### src/rtl/iq_axis_packer.sv
// iq_axis_packer
// Packs one overlay I/Q channel pair into {Q,I} words, buffers them in a small
// FIFO and streams them to the PS DMA as AXI4-Stream frames with TLAST.
// On disable the FIFO is drained and the open frame is always closed, either
// by tagging the last buffered word or by emitting a zero pad word.
module iq_axis_packer #(
  parameter int DATA_W     = 16,
  parameter int FIFO_DEPTH = 16,
  parameter int FRAME_LEN  = 256
) (
  input  logic                     i_clk,
  input  logic                     i_rst_n,
  input  logic                     i_enable,
  input  logic signed [DATA_W-1:0] i_I_data,
  input  logic signed [DATA_W-1:0] i_Q_data,
  input  logic                     i_I_valid,
  input  logic                     i_Q_valid,
  output logic [2*DATA_W-1:0]      m_axis_tdata,
  output logic                     m_axis_tvalid,
  input  logic                     m_axis_tready,
  output logic                     m_axis_tlast,
  output logic                     o_overflow,
  output logic [15:0]              o_overflow_count,
  output logic                     o_busy
);

  localparam int WORD_W = 2 * DATA_W;
  localparam int AW     = (FIFO_DEPTH > 1) ? $clog2(FIFO_DEPTH) : 1;
  localparam int CNT_W  = AW + 1;
  localparam int FC_W   = (FRAME_LEN > 1) ? $clog2(FRAME_LEN) : 1;

  localparam logic [CNT_W-1:0] DEPTH_C  = CNT_W'(FIFO_DEPTH);
  localparam logic [FC_W-1:0]  LAST_POS = FC_W'(FRAME_LEN - 1);

  typedef enum logic [1:0] {
    ST_IDLE  = 2'd0,
    ST_RUN   = 2'd1,
    ST_DRAIN = 2'd2
  } state_t;

  // Packs a sample pair with I in the low half of the word.
  function automatic logic [WORD_W-1:0] pack_iq(input logic signed [DATA_W-1:0] i_s,
                                                input logic signed [DATA_W-1:0] q_s);
    return {q_s, i_s};
  endfunction

  // Saturating increment for the drop counter.
  function automatic logic [15:0] sat_inc16(input logic [15:0] v);
    return (v == 16'hFFFF) ? v : v + 16'd1;
  endfunction

  state_t state_q, state_d;

  logic [WORD_W-1:0] mem_q [FIFO_DEPTH];
  logic [AW-1:0]     wr_ptr_q, wr_ptr_d;
  logic [AW-1:0]     rd_ptr_q, rd_ptr_d;
  logic [CNT_W-1:0]  fifo_cnt_q, fifo_cnt_d;

  logic              out_vld_q, out_vld_d;
  logic [WORD_W-1:0] out_data_q, out_data_d;
  logic              out_last_q, out_last_d;

  logic [FC_W-1:0]   frame_cnt_q, frame_cnt_d;
  logic              ovf_q, ovf_d;
  logic [15:0]       ovf_cnt_q, ovf_cnt_d;

  logic              hs;
  logic              stage_free;
  logic              accept;
  logic [CNT_W-1:0]  occupancy;
  logic              full;
  logic              wr_en;
  logic              drop;
  logic              draining;
  logic              rd_en;
  logic              pad_en;
  logic [FC_W-1:0]   ld_pos;
  logic              ld_last;
  logic              drain_done;

  // Handshake, FIFO and framing control decoded from the registered state.
  always_comb begin
    hs         = out_vld_q & m_axis_tready;
    stage_free = ~out_vld_q | m_axis_tready;
    accept     = (state_q == ST_RUN) & i_enable & i_I_valid & i_Q_valid;
    // The output stage counts as buffer space, so capacity is FIFO_DEPTH words in total.
    occupancy  = fifo_cnt_q + {{AW{1'b0}}, out_vld_q};
    full       = (occupancy == DEPTH_C);
    wr_en      = accept & ~full;
    drop       = accept & full;
    // A disable seen in RUN already closes the frame on the word loaded at that edge.
    draining   = (state_q == ST_DRAIN) | ((state_q == ST_RUN) & ~i_enable);
    rd_en      = stage_free & (fifo_cnt_q != '0);
    pad_en     = (state_q == ST_DRAIN) & (fifo_cnt_q == '0) & ~out_vld_q &
                 (frame_cnt_q != '0);
    // Frame position of the word about to enter the output stage.
    if (out_vld_q) begin
      ld_pos = out_last_q ? '0 : FC_W'(frame_cnt_q + 1'b1);
    end else begin
      ld_pos = frame_cnt_q;
    end
    ld_last    = (ld_pos == LAST_POS) | (draining & (fifo_cnt_q == CNT_W'(1)));
    drain_done = (fifo_cnt_q == '0) &
                 (out_vld_q ? (m_axis_tready & out_last_q) : (frame_cnt_q == '0));
  end

  // FSM next-state logic.
  always_comb begin
    state_d = state_q;
    unique case (state_q)
      ST_IDLE:  if (i_enable)   state_d = ST_RUN;
      ST_RUN:   if (!i_enable)  state_d = ST_DRAIN;
      ST_DRAIN: if (drain_done) state_d = ST_IDLE;
      default:                  state_d = ST_IDLE;
    endcase
  end

  // FSM outputs.
  always_comb begin
    o_busy = (state_q != ST_IDLE);
  end

  // Next values for FIFO pointers, output stage, frame counter and drop stats.
  always_comb begin
    wr_ptr_d    = wr_ptr_q;
    rd_ptr_d    = rd_ptr_q;
    fifo_cnt_d  = fifo_cnt_q + CNT_W'(wr_en) - CNT_W'(rd_en);
    out_vld_d   = out_vld_q;
    out_data_d  = out_data_q;
    out_last_d  = out_last_q;
    frame_cnt_d = frame_cnt_q;
    ovf_d       = ovf_q;
    ovf_cnt_d   = ovf_cnt_q;

    if (wr_en) wr_ptr_d = wr_ptr_q + 1'b1;
    if (rd_en) rd_ptr_d = rd_ptr_q + 1'b1;

    if (rd_en) begin
      out_vld_d  = 1'b1;
      out_data_d = mem_q[rd_ptr_q];
      out_last_d = ld_last;
    end else if (pad_en) begin
      out_vld_d  = 1'b1;
      out_data_d = '0;
      out_last_d = 1'b1;
    end else if (hs) begin
      out_vld_d  = 1'b0;
    end

    if (hs) begin
      frame_cnt_d = out_last_q ? '0 : FC_W'(frame_cnt_q + 1'b1);
    end

    if (drop) begin
      ovf_d     = 1'b1;
      ovf_cnt_d = sat_inc16(ovf_cnt_q);
    end
  end

  // Sample storage; contents need no reset because the count gates every read.
  always_ff @(posedge i_clk) begin
    if (wr_en) mem_q[wr_ptr_q] <= pack_iq(i_I_data, i_Q_data);
  end

  // State, control and output registers.
  always_ff @(posedge i_clk or negedge i_rst_n) begin
    if (!i_rst_n) begin
      state_q     <= ST_IDLE;
      wr_ptr_q    <= '0;
      rd_ptr_q    <= '0;
      fifo_cnt_q  <= '0;
      out_vld_q   <= 1'b0;
      out_data_q  <= '0;
      out_last_q  <= 1'b0;
      frame_cnt_q <= '0;
      ovf_q       <= 1'b0;
      ovf_cnt_q   <= '0;
    end else begin
      state_q     <= state_d;
      wr_ptr_q    <= wr_ptr_d;
      rd_ptr_q    <= rd_ptr_d;
      fifo_cnt_q  <= fifo_cnt_d;
      out_vld_q   <= out_vld_d;
      out_data_q  <= out_data_d;
      out_last_q  <= out_last_d;
      frame_cnt_q <= frame_cnt_d;
      ovf_q       <= ovf_d;
      ovf_cnt_q   <= ovf_cnt_d;
    end
  end

  assign m_axis_tdata     = out_data_q;
  assign m_axis_tvalid    = out_vld_q;
  assign m_axis_tlast     = out_last_q;
  assign o_overflow       = ovf_q;
  assign o_overflow_count = ovf_cnt_q;

endmodule

### config.mk
export PLATFORM = sky130hd
export DESIGN_NAME = iq_axis_packer
export DESIGN_NICKNAME = d
export VERILOG_FILES = /design/src/rtl/iq_axis_packer.sv
export SDC_FILE = /design/constraint.sdc
export NUM_CORES = 1
export LEC_CHECK = 0
export ABC_CLOCK_PERIOD_IN_PS = 4910
export CAP_MARGIN = 15
export CORE_ASPECT_RATIO = 2
export CORE_MARGIN = 3
export CORE_UTILIZATION = 45
export DETAILED_ROUTE_END_ITERATION = 12
export HOLD_SLACK_MARGIN = 0.06
export PLACE_DENSITY = 0.62
export RECOVER_POWER = 100
export SLEW_MARGIN = 20
export SYNTH_ARGS = -nofsm -noshare
export SYNTH_HDL_FRONTEND = slang
export SYNTH_SLANG_ARGS = --single-unit
### constraint.sdc
create_clock -name i_clk -period 4.91 [get_ports i_clk]
set_input_delay 1.2275 -clock i_clk [delete_from_list [all_inputs] [get_ports i_clk]]
set_output_delay 1.2275 -clock i_clk [all_outputs]
set_load 0.01 [all_outputs]
* Yosys cells after proc, flatten, opt, wreduce, memory -nomap -nowiden
Memories as Yosys holds them, arrays and structs flattened.
Index checks and enable logic that the tools add are counted.
** Storage, ports and cells
- Register bits after elaboration :: 74
- Bits in latches :: 0
- Memory bits (writable) :: 512
- ROM bits :: 0
- Input port bits :: 38
- Output and inout bits :: 52
- Memories kept :: 1
** Memories
- mem_q :: words 16, bits a word 32, read ports 1, clocked after Yosys merged registers in 0, write ports 1, line 54 : logic [WORD_W-1:0] mem_q [FIFO_DEPTH];
** Operators by class
- $add $sub $neg :: 7
- Multiply operators :: 0
- Divide/modulo/power cells :: 0
- Magnitude comparators :: 0
- Equality and inequality tests :: 9
- Shift operators :: 0
- Multiplexer cells :: 16
- Bitwise operators :: 21
- Reduce and logical (&&, ||, !) cells :: 10
** Operator list (number)
- 32-bit two-way mux :: 2
- 16-bit by 1-bit adder with 16-bit output, second input constant :: 1
- 16-bit equality test, second input constant :: 1
- 8-bit two-way mux :: 2
- 1-bit AND :: 14
- 5-bit by 1-bit adder with 5-bit output :: 2
- 4-bit by 1-bit adder with 4-bit output, second input constant :: 2
- 8-bit by 1-bit adder with 8-bit output, second input constant :: 1
- 8-bit equality test, second input constant :: 1
- 8-bit zero test :: 1
- 1-bit two-way mux :: 8
- 8-bit nonzero test :: 1
- 2-bit two-way mux :: 3
- 2-bit inequality test, second input constant :: 3
- 2-bit one-hot mux with 3 select lines :: 1
- 5-bit by 1-bit equality test with 1-bit output, second input constant :: 1
- 5-bit equality test, second input constant :: 1
- 5-bit zero test :: 1
- 5-bit nonzero test :: 1
- 5-bit by 1-bit subtractor with 5-bit output :: 1
- 1-bit inverter :: 4
- 2-bit nonzero test :: 2
- 1-bit OR :: 3
- 3-bit AND reduction :: 1
- other kinds (5) :: 5

* Depth between registers and ports, before layout
Gate-level depths: netlist (run 1).
- Depth after elaboration :: 7
- Depth in mapped cells :: 14

* Worst setup path before layout (run 1)
Ideal clock, no wire load.
- Path type :: in2reg
- Start point :: input port i_enable
- End point :: memory mem_q[14][0] (netlist name) (enable)
- Setup time :: 421 ps
- Arrival :: 3192 ps
- Slack :: 1297 ps
- Cell stages on the path :: 5
- Path buffers :: 0
- Cell sequence :: and2b_1 > nand4_1 > a31oi_4 > inv_2 > nor2_1
** On the way
- Cells in the longest elaborated chain, start to end :: 6
** Ends and longest elaborated chain
- start: declaration :: line 13 : input logic i_enable,
- 1-bit AND (3 in a row) :: line 85 : accept = (state_q == ST_RUN) & i_enable & i_I_valid & i_Q_valid;
- 1-bit AND :: line 89 : wr_en = accept & ~full;
- 1-bit two-way mux :: line 162 : if (wr_en) mem_q[wr_ptr_q] <= pack_iq(i_I_data, i_Q_data);
- 1-bit two-way mux (not written as such) :: line 162
- end: declaration :: line 54
Every way passes these cells.

* Worst setup path after layout (run 1)
- Start point :: input port i_enable
- End point :: memory mem_q[13][0] (netlist name) (enable)
The elaborated chain is that of the path after synthesis.

==> key figures, run 1 <==
Worst hold path
  • Hold Path Depth: 1
  • Worst Hold Launch: o_overflow
  • HP Class: reg -> reg
  • WHS Endpoint: o_overflow

Run status
  • Status: complete, but fails checks
  • Failing checks: capacitance limit, slew limit

Layout
  • Nets: 1296
  • Final Non-Filler Cells: 1930
  • Layout cells sized above 1: 22.7%
  • Syn-to-layout area delta: 15.5%

Synth
  • Leading area contributor after synthesis: edfxtp_1
  • Register area share after synthesis: 75.4%
  • Synth unique cells: 58
  • Post-synth EDFFs: 512
  • Post-synth top cells: edfxtp_1, mux4_2, dfrtp_1, a22oi_1, nand2_1
  • Async S/R FF share, synth: 12.6%
  • Syn. warnings: 0
  • Largest cells by area after synthesis: edfxtp_1, mux4_2, dfrtp_1
  • Post-Syn Area: 0.0229 sq mm
  • Syn nets: 1175
  • Register bit count reported by yosys: 586
  • Post-synth top area share: 67.3%
  • Mapped Avg Cell Area: 20.4 sq um
  • Mapped Cells: 1118
  • Top_reg_cell synth: edfxtp_1
  • Count leader, synth: edfxtp_1

Place
  • Hpwl dp: 28600 um
  • GPL Wtd Cong: 0.762
  • Input/output buffers: 89
  • Placed cells: 1834
  • Pre-CTS setup slack: 839 ps

Routing
  • Final WL: 50100 um
  • Met3 wire length: 2320 um
  • Via count: 11.1k
  • Detailed Route Iter0 Violations: 1007
  • DR vias/cell: 5.74
  • Top Metal Used: met4
  • Residual DRC count: 0
  • Metal-1 WL: 18800 um
  • Wire per inst: 26.0 um
  • TritonRoute pass-1 iters: 5
  • Routed wl met2: 27700 um
  • Routed Antenna Nets: 0

Power and ir drop
  • Peak supply drop: 0.339 mV
  • Reg power frac: 45.0%
  • Internal power: 0.00977 W
  • Overall power: 0.0136 W
  • Clock share of power: 30.0%
  • NetSw: 0.00379 W
  • Logic pwr share: 25.0%
  • Pleak: 8.83 nW
  • PwrDens: 513 mW/mm^2
  • Switch share: 28.0%

STA
  • Setup Skew: 13.2 ps
  • RSZ-0062 raised after global routing: false
  • Final setup fails: 0
  • Highest Clock Rate: 244 MHz
  • Period Utilization, post-route: 83.5%
  • Worst-margin pin slew: 1670 ps
  • Min setup slack post-route: 811 ps
  • TNS Setup: 0 ps
  • Slew margin rel.: -11.1%
  • Slew Viols, Final: 15
  • Hold Vio Cnt, Final: 0
  • Minimum clock period: 4100 ps

Clock tree
  • Post-CTS Hold Buffers: 0
  • TritonCTS clock tree: done
  • Root Buffer: clkbuf_16
  • CTS buffer count: 51
  • Clk Latency, worst-skew pair: 580 ps
  • Gates resized, CTS repair: 0
  • CTS Sinks: 586
  • Clock transition at path regs: 70 ps
  • Clock H-tree levels: 2
  • Clock buffer depth: 3
  • Setup repair bufs after CTS: 0

GRT
  • Initial antenna violation count: 3
  • Overall routing resource usage: 19.1%
  • Total congestion overflow: 0
  • Number of global-route vias before repair: 12.0k
  • First-pass GRT wire length: 76000 um
  • Largest net degree at the start of global routing: 86

Setup path
  • CP Cell Sequence: dlygate4sd3_1 -> and2b_1 -> nand4_1 -> a31oi_1 -> and4_1 -> clkbuf_1
  • Worst Path Required: 5100 ps
  • Buf+Inv Stages, Crit Path: 2
  • R2R Path End: mem_q[13][0]
  • CP startpoint kind: input port
  • Worst r2r src: m_axis_tvalid
  • Setup Crit Path Kind: in -> reg
  • R2R setup slack: 930 ps
  • Max FO, Critical Path: 13
  • Slowest-stage cell, CP: clkbuf_1
  • Worst path max stage delay: 860 ps
  • Worst Path Arrival: 4290 ps
  • Worst-case reg-to-reg path depth: 7
  • Worst setup EP type: flip-flop
  • Cell family with most CP delay: buffers and inverters

Floorplan
  • Starting Density: 45.5%
  • Area of the core: 0.0502 sq mm
  • Num ports: 90
  • DIE AREA: 0.0537 sq mm
  • Die Wd: 165 um
  • FP Rows: 116
  • Die height: 325 um

Run
  • Max Cap Viol: 1
## stage by stage
stage / util (%) / hold slack [ps] / area (sq um)
after detailed placement: 49.3 / 460 / 24800
after global placement: 49.3 / 449 / 24800
after CTS: 52.7 / 481 / 26500
after floorplan: - / 482 / 22900
final: 52.6 / 468 / 26400
after global routing: 52.6 / 497 / 26400
## power groups by stage
stage | Combinational [W] | Clock [W] | Sequential (W)
CTS | 0.00346 | 0.00415 | 0.00620
detailed placement | 0.00344 | 0 | 0.00630
finish | 0.00339 | 0.00406 | 0.00610
global route | 0.00371 | 0.00434 | 0.00615
floorplan | 0.00251 | 0 | 0.00599
global placement | 0.00341 | 0 | 0.00630
## worst max-delay path by stage
stage             start            end  slack, ps  cells after the start
2_1_floorplan  i_enable   mem_q[14][0]       1300                      5
3_3_place_gp   i_enable  fifo_cnt_q[4]        850                     13
3_5_place_dp   i_enable  fifo_cnt_q[4]        840                     13
4_1_cts        i_enable  fifo_cnt_q[4]       1460                     13
5_1_grt        i_enable   mem_q[13][0]        660                      6
6_report       i_enable   mem_q[13][0]        810                      6
## sequential cells by signal, summed over array words and instances (netlist names)
name              cells
mem_q               512
m_axis_tdata         32
o_overflow_count     16
frame_cnt_q           8
fifo_cnt_q            5
rd_ptr_q              4
wr_ptr_q              4
state_q               2
m_axis_tlast          1
m_axis_tvalid         1
o_overflow            1
## per-layer routing
layer | vias up | global-route usage, %
li1 | 4820 | -
met1 | 5862 | 23.7
met2 | 304 | 34.5
met3 | 90 | 2.62
met4 | 0 | 5.77
met5 | - | 0
## cells in the final DEF (no fill, tap or decap), types with 9 or more instances in the layout
master | Yosys | layout
nor2_1 | 19 | 19
inv_1 | 12 | 13
nand4_1 | 10 | 10
dlygate4sd3_1 | 0 | 86
and2_2 | 0 | 10
a22oi_1 | 64 | 64
buf_12 | 0 | 13
xnor2_1 | 10 | 10
buf_4 | 4 | 18
nand2_1 | 52 | 52
xor2_1 | 16 | 16
clkbuf_1 | 30 | 16
edfxtp_1 | 512 | 512
nor3_1 | 9 | 9
o21ai_0 | 11 | 11
dfrtp_1 | 74 | 71
clkbuf_16 | 0 | 51
nand3_1 | 14 | 14
mux2_2 | 34 | 34
mux4_2 | 128 | 128
ha_1 | 18 | 18
## area by class of cell
| type | instances | area [sq um] |
|---|---|---|
| fill | 4053 | 23800 |
| antenna | 1 | 2.50 |
| clock inverter | 22 | 251 |
| inverter | 13 | 48.8 |
| tap | 649 | 812 |
| clock buffer | 72 | 1440 |
| sequential | 586 | 17200 |
| multi-input combinational | 464 | 5300 |
| timing repair buffer | 123 | 1320 |
## logic make-up (layout without fill, tap and decap cells)
logic type	after synthesis	in the layout	share of synthesized area, %
flops	586	586	75.4
mux	163	163	14.3
simple gates	159	159	3.73
compound gates	97	97	3.15
buf+inv	68	230	1.37
xor+xnor	26	26	0.996
fa+ha+maj	19	19	1.07
other cells	0	1	0
Power figures use the tool's default switching activity.
==> run 2: changes to the inputs <==
--- a/config.mk
+++ b/config.mk
@@ -5,14 +5,14 @@
 export SDC_FILE = /design/constraint.sdc
 export NUM_CORES = 1
 export LEC_CHECK = 0
-export ABC_CLOCK_PERIOD_IN_PS = 4910
+export ABC_CLOCK_PERIOD_IN_PS = 3650
 export CAP_MARGIN = 15
 export CORE_ASPECT_RATIO = 2
 export CORE_MARGIN = 3
 export CORE_UTILIZATION = 45
 export DETAILED_ROUTE_END_ITERATION = 12
 export HOLD_SLACK_MARGIN = 0.06
-export PLACE_DENSITY = 0.62
+export PLACE_DENSITY = 0.64
 export RECOVER_POWER = 100
 export SLEW_MARGIN = 20
 export SYNTH_ARGS = -nofsm -noshare
==> constraint.sdc (replaced) <==
create_clock -name i_clk -period 3.65 [get_ports i_clk]
set_input_delay 0.9125 -clock i_clk [delete_from_list [all_inputs] [get_ports i_clk]]
set_output_delay 0.9125 -clock i_clk [all_outputs]
set_load 0.01 [all_outputs]
==> key figures, run 2 (synthesis results as in run 1) <==
Layout
  • Final Util: 52.9% (+0.32 points)
  • Layout cells sized above 1: 22.9% (+0.18 points)
  • Max reg flops: 512 (unchanged)
  • Fillers: 4042 (-0.27%)
  • Syn-to-layout area delta: 16.2%
  • Commonest non-fill, non-tap cell in the layout: edfxtp_1
  • Nets: 1319 (+1.8%)
  • Reg with most FFs: mem_q
  • Final Non-Filler Cells: 1955 (+1.3%)
  • Commonest non-fill, non-tap cells in the layout: edfxtp_1, mux4_2, dlygate4sd3_1, dfrtp_1, a22oi_1

Setup path
  • Worst Path Required: 3850 ps (-1250 ps)
  • CP startpoint kind: flip-flop
  • Slowest-stage cell, CP: clkbuf_1
  • Setup Crit Path Kind: reg -> reg
  • Worst-case reg-to-reg path depth: 9 (+2)
  • Worst Setup SP: fifo_cnt_q[0]
  • R2R Path End: mem_q[14][6]
  • Worst path most repeated cell: ha_1
  • Worst r2r src: fifo_cnt_q[0]
  • R2R setup slack: 390 ps (-540 ps)
  • Worst Path Arrival: 3460 ps (-830 ps)
  • Worst path max stage delay: 840 ps (-20 ps)
  • CP Cell Sequence: ha_1 -> ha_1 -> nand4b_1 -> o311ai_4 -> a31oi_1 -> clkinv_1 -> buf_4 -> nor2_1 -> clkbuf_1
  • Worst setup EP type: flip-flop
  • CP Capture Point: mem_q[14][6]
  • Max FO, Critical Path: 13 (unchanged)

STA
  • Minimum clock period: 3260 ps
  • TNS Setup: 0 ps (unchanged)
  • Slew Viols, Final: 37 (+22)
  • Highest Clock Rate: 306 MHz
  • Setup Skew: 16.7 ps (+3.53 ps)
  • Slew margin rel.: -75.2% (-64 points)
  • Hold Vio Cnt, Final: 0 (unchanged)
  • Worst-margin pin slew: 2630 ps (+960 ps)
  • Final setup fails: 0 (unchanged)
  • RSZ-0062 raised after global routing: false
  • Worst Hold Slack: 465 ps (-2.97 ps)
  • Period Utilization, post-route: 89.4%

Run status
  • Status: complete, but fails checks
  • Failing checks: capacitance limit, slew limit

Routing
  • Met3 wire length: 1850 um (-20%)
  • TritonRoute pass-1 iters: 4 (-1)
  • Routed Antenna Nets: 0 (unchanged)
  • Detailed Route Iter0 Violations: 851 (-15%)
  • Final WL: 49600 um (-0.98%)
  • Wire per inst: 25.4 um (-2.2%)
  • Top Metal Used: met4
  • Routed wl met2: 28900 um (+4.3%)
  • Metal-1 WL: 17600 um (-6.1%)
  • Via count: 11.2k (+0.68%)
  • DR vias/cell: 5.70 (-0.61%)
  • Residual DRC count: 0 (unchanged)

Floorplan
  • Die Wd: 165 um (unchanged)
  • FP Rows: 116 (unchanged)
  • Area of the core: 0.0502 sq mm (unchanged)
  • Num ports: 90 (unchanged)
  • Starting Density: 45.5% (unchanged)
  • Die height: 325 um (unchanged)
  • DIE AREA: 0.0537 sq mm (unchanged)

Place
  • GPL Wtd Cong: 0.750 (-1.5%)
  • Placed cells: 1858 (+1.3%)
  • Input/output buffers: 89 (unchanged)
  • Hpwl dp: 31200 um (+9.0%)

Clock tree
  • Clock H-tree levels: 2 (unchanged)
  • CTS Sinks: 586 (unchanged)
  • CTS buffer count: 51 (unchanged)
  • Root Buffer: clkbuf_16
  • Clock transition at path regs: 60 ps (about the same)
  • Clock buffer depth: 3 (unchanged)
  • Clk Latency, worst-skew pair: 590 ps (about the same)
  • TritonCTS clock tree: done
  • Setup repair bufs after CTS: 0 (unchanged)
  • Post-CTS Hold Buffers: 0 (unchanged)
  • Gates resized, CTS repair: 0 (unchanged)

Worst hold path
  • HP Class: reg -> reg

Power and ir drop
  • PwrDens: 685 mW/mm^2 (+34%)
  • Pleak: 8.90 nW (+0.75%)
  • Peak supply drop: 0.398 mV (+17%)

GRT
  • Initial antenna violation count: 0 (-3)
  • Largest net degree at the start of global routing: 42 (-51%)
  • Total congestion overflow: 0 (unchanged)
  • Number of global-route vias before repair: 12.1k (+0.38%)
  • Overall routing resource usage: 18.9% (-0.25 points)
  • First-pass GRT wire length: 74900 um (-1.4%)

Run
  • Max Cap Viol: 1 (unchanged)
## run 2: cell types whose count changed in the layout (fill, tap and decap cells not counted), sizes merged
cell	previous run	this run
buf	32	34
clkbuf	75	94
clkinv	14	17
clkinvlp	1	2
## run 2: final cells by class
cell class                 count  area, sq um  share of cell area (%)
antenna                        1         2.50                 0.00942
clock buffer                  70         1390                    5.23
clock inverter                26          277                    1.04
inverter                      13         48.8                   0.184
multi-input combinational    464         5310                    20.0
sequential                   586        17200                    64.9
tap                          649          812                    3.06
timing repair buffer         146         1490                    5.60
## run 2: layer usage
metal  global-route usage, %  vias to the layer above
li1                        -                     4872
met5                       0                        -
met3                    2.51                       78
met4                    5.79                        0
met1                    21.7                     5960
met2                    35.8                      241
## run 2: worst min path at each step
stage | cells past startpoint | end | from | slack (ps)
after floorplan | 1 | rd_ptr_q[3] | rd_ptr_q[3] | 480
after global placement | 1 | o_overflow | o_overflow | 450
after detailed placement | 1 | o_overflow | o_overflow | 460
after CTS | 1 | m_axis_tdata[6] | i_rst_n | 340
after global routing | 1 | o_overflow | o_overflow | 510
final | 1 | o_overflow | o_overflow | 460
## run 2: stage by stage
step           setup WS, ps  power [W]  area (sq um)
4_1_cts                 571     0.0186         26700
2_1_floorplan           333     0.0114         22900
3_5_place_dp            154     0.0132         25100
3_3_place_gp            122     0.0132         25100
5_1_grt                 199     0.0191         26600
6_report                386     0.0182         26600
## run 2: where the power goes
| part | internal [W] | switching, W | leakage, nW | total [W] |
|---|---|---|---|---|
| clock network | 0.00304 | 0.00236 | 0.809 | 0.00540 |
| registers | 0.00763 | 0.000601 | 5.53 | 0.00823 |
| logic | 0.00242 | 0.00215 | 2.56 | 0.00457 |
## run 2: worst max-delay path, delay by kind of cell (launching register included)
family	cells	cell delay, ps
buffers and inverters	3	1190
adder cells (fa/ha/maj)	2	470
AO/OA/AOI/OAI	2	470
flip-flops	1	430
AND/OR/NAND/NOR	2	310
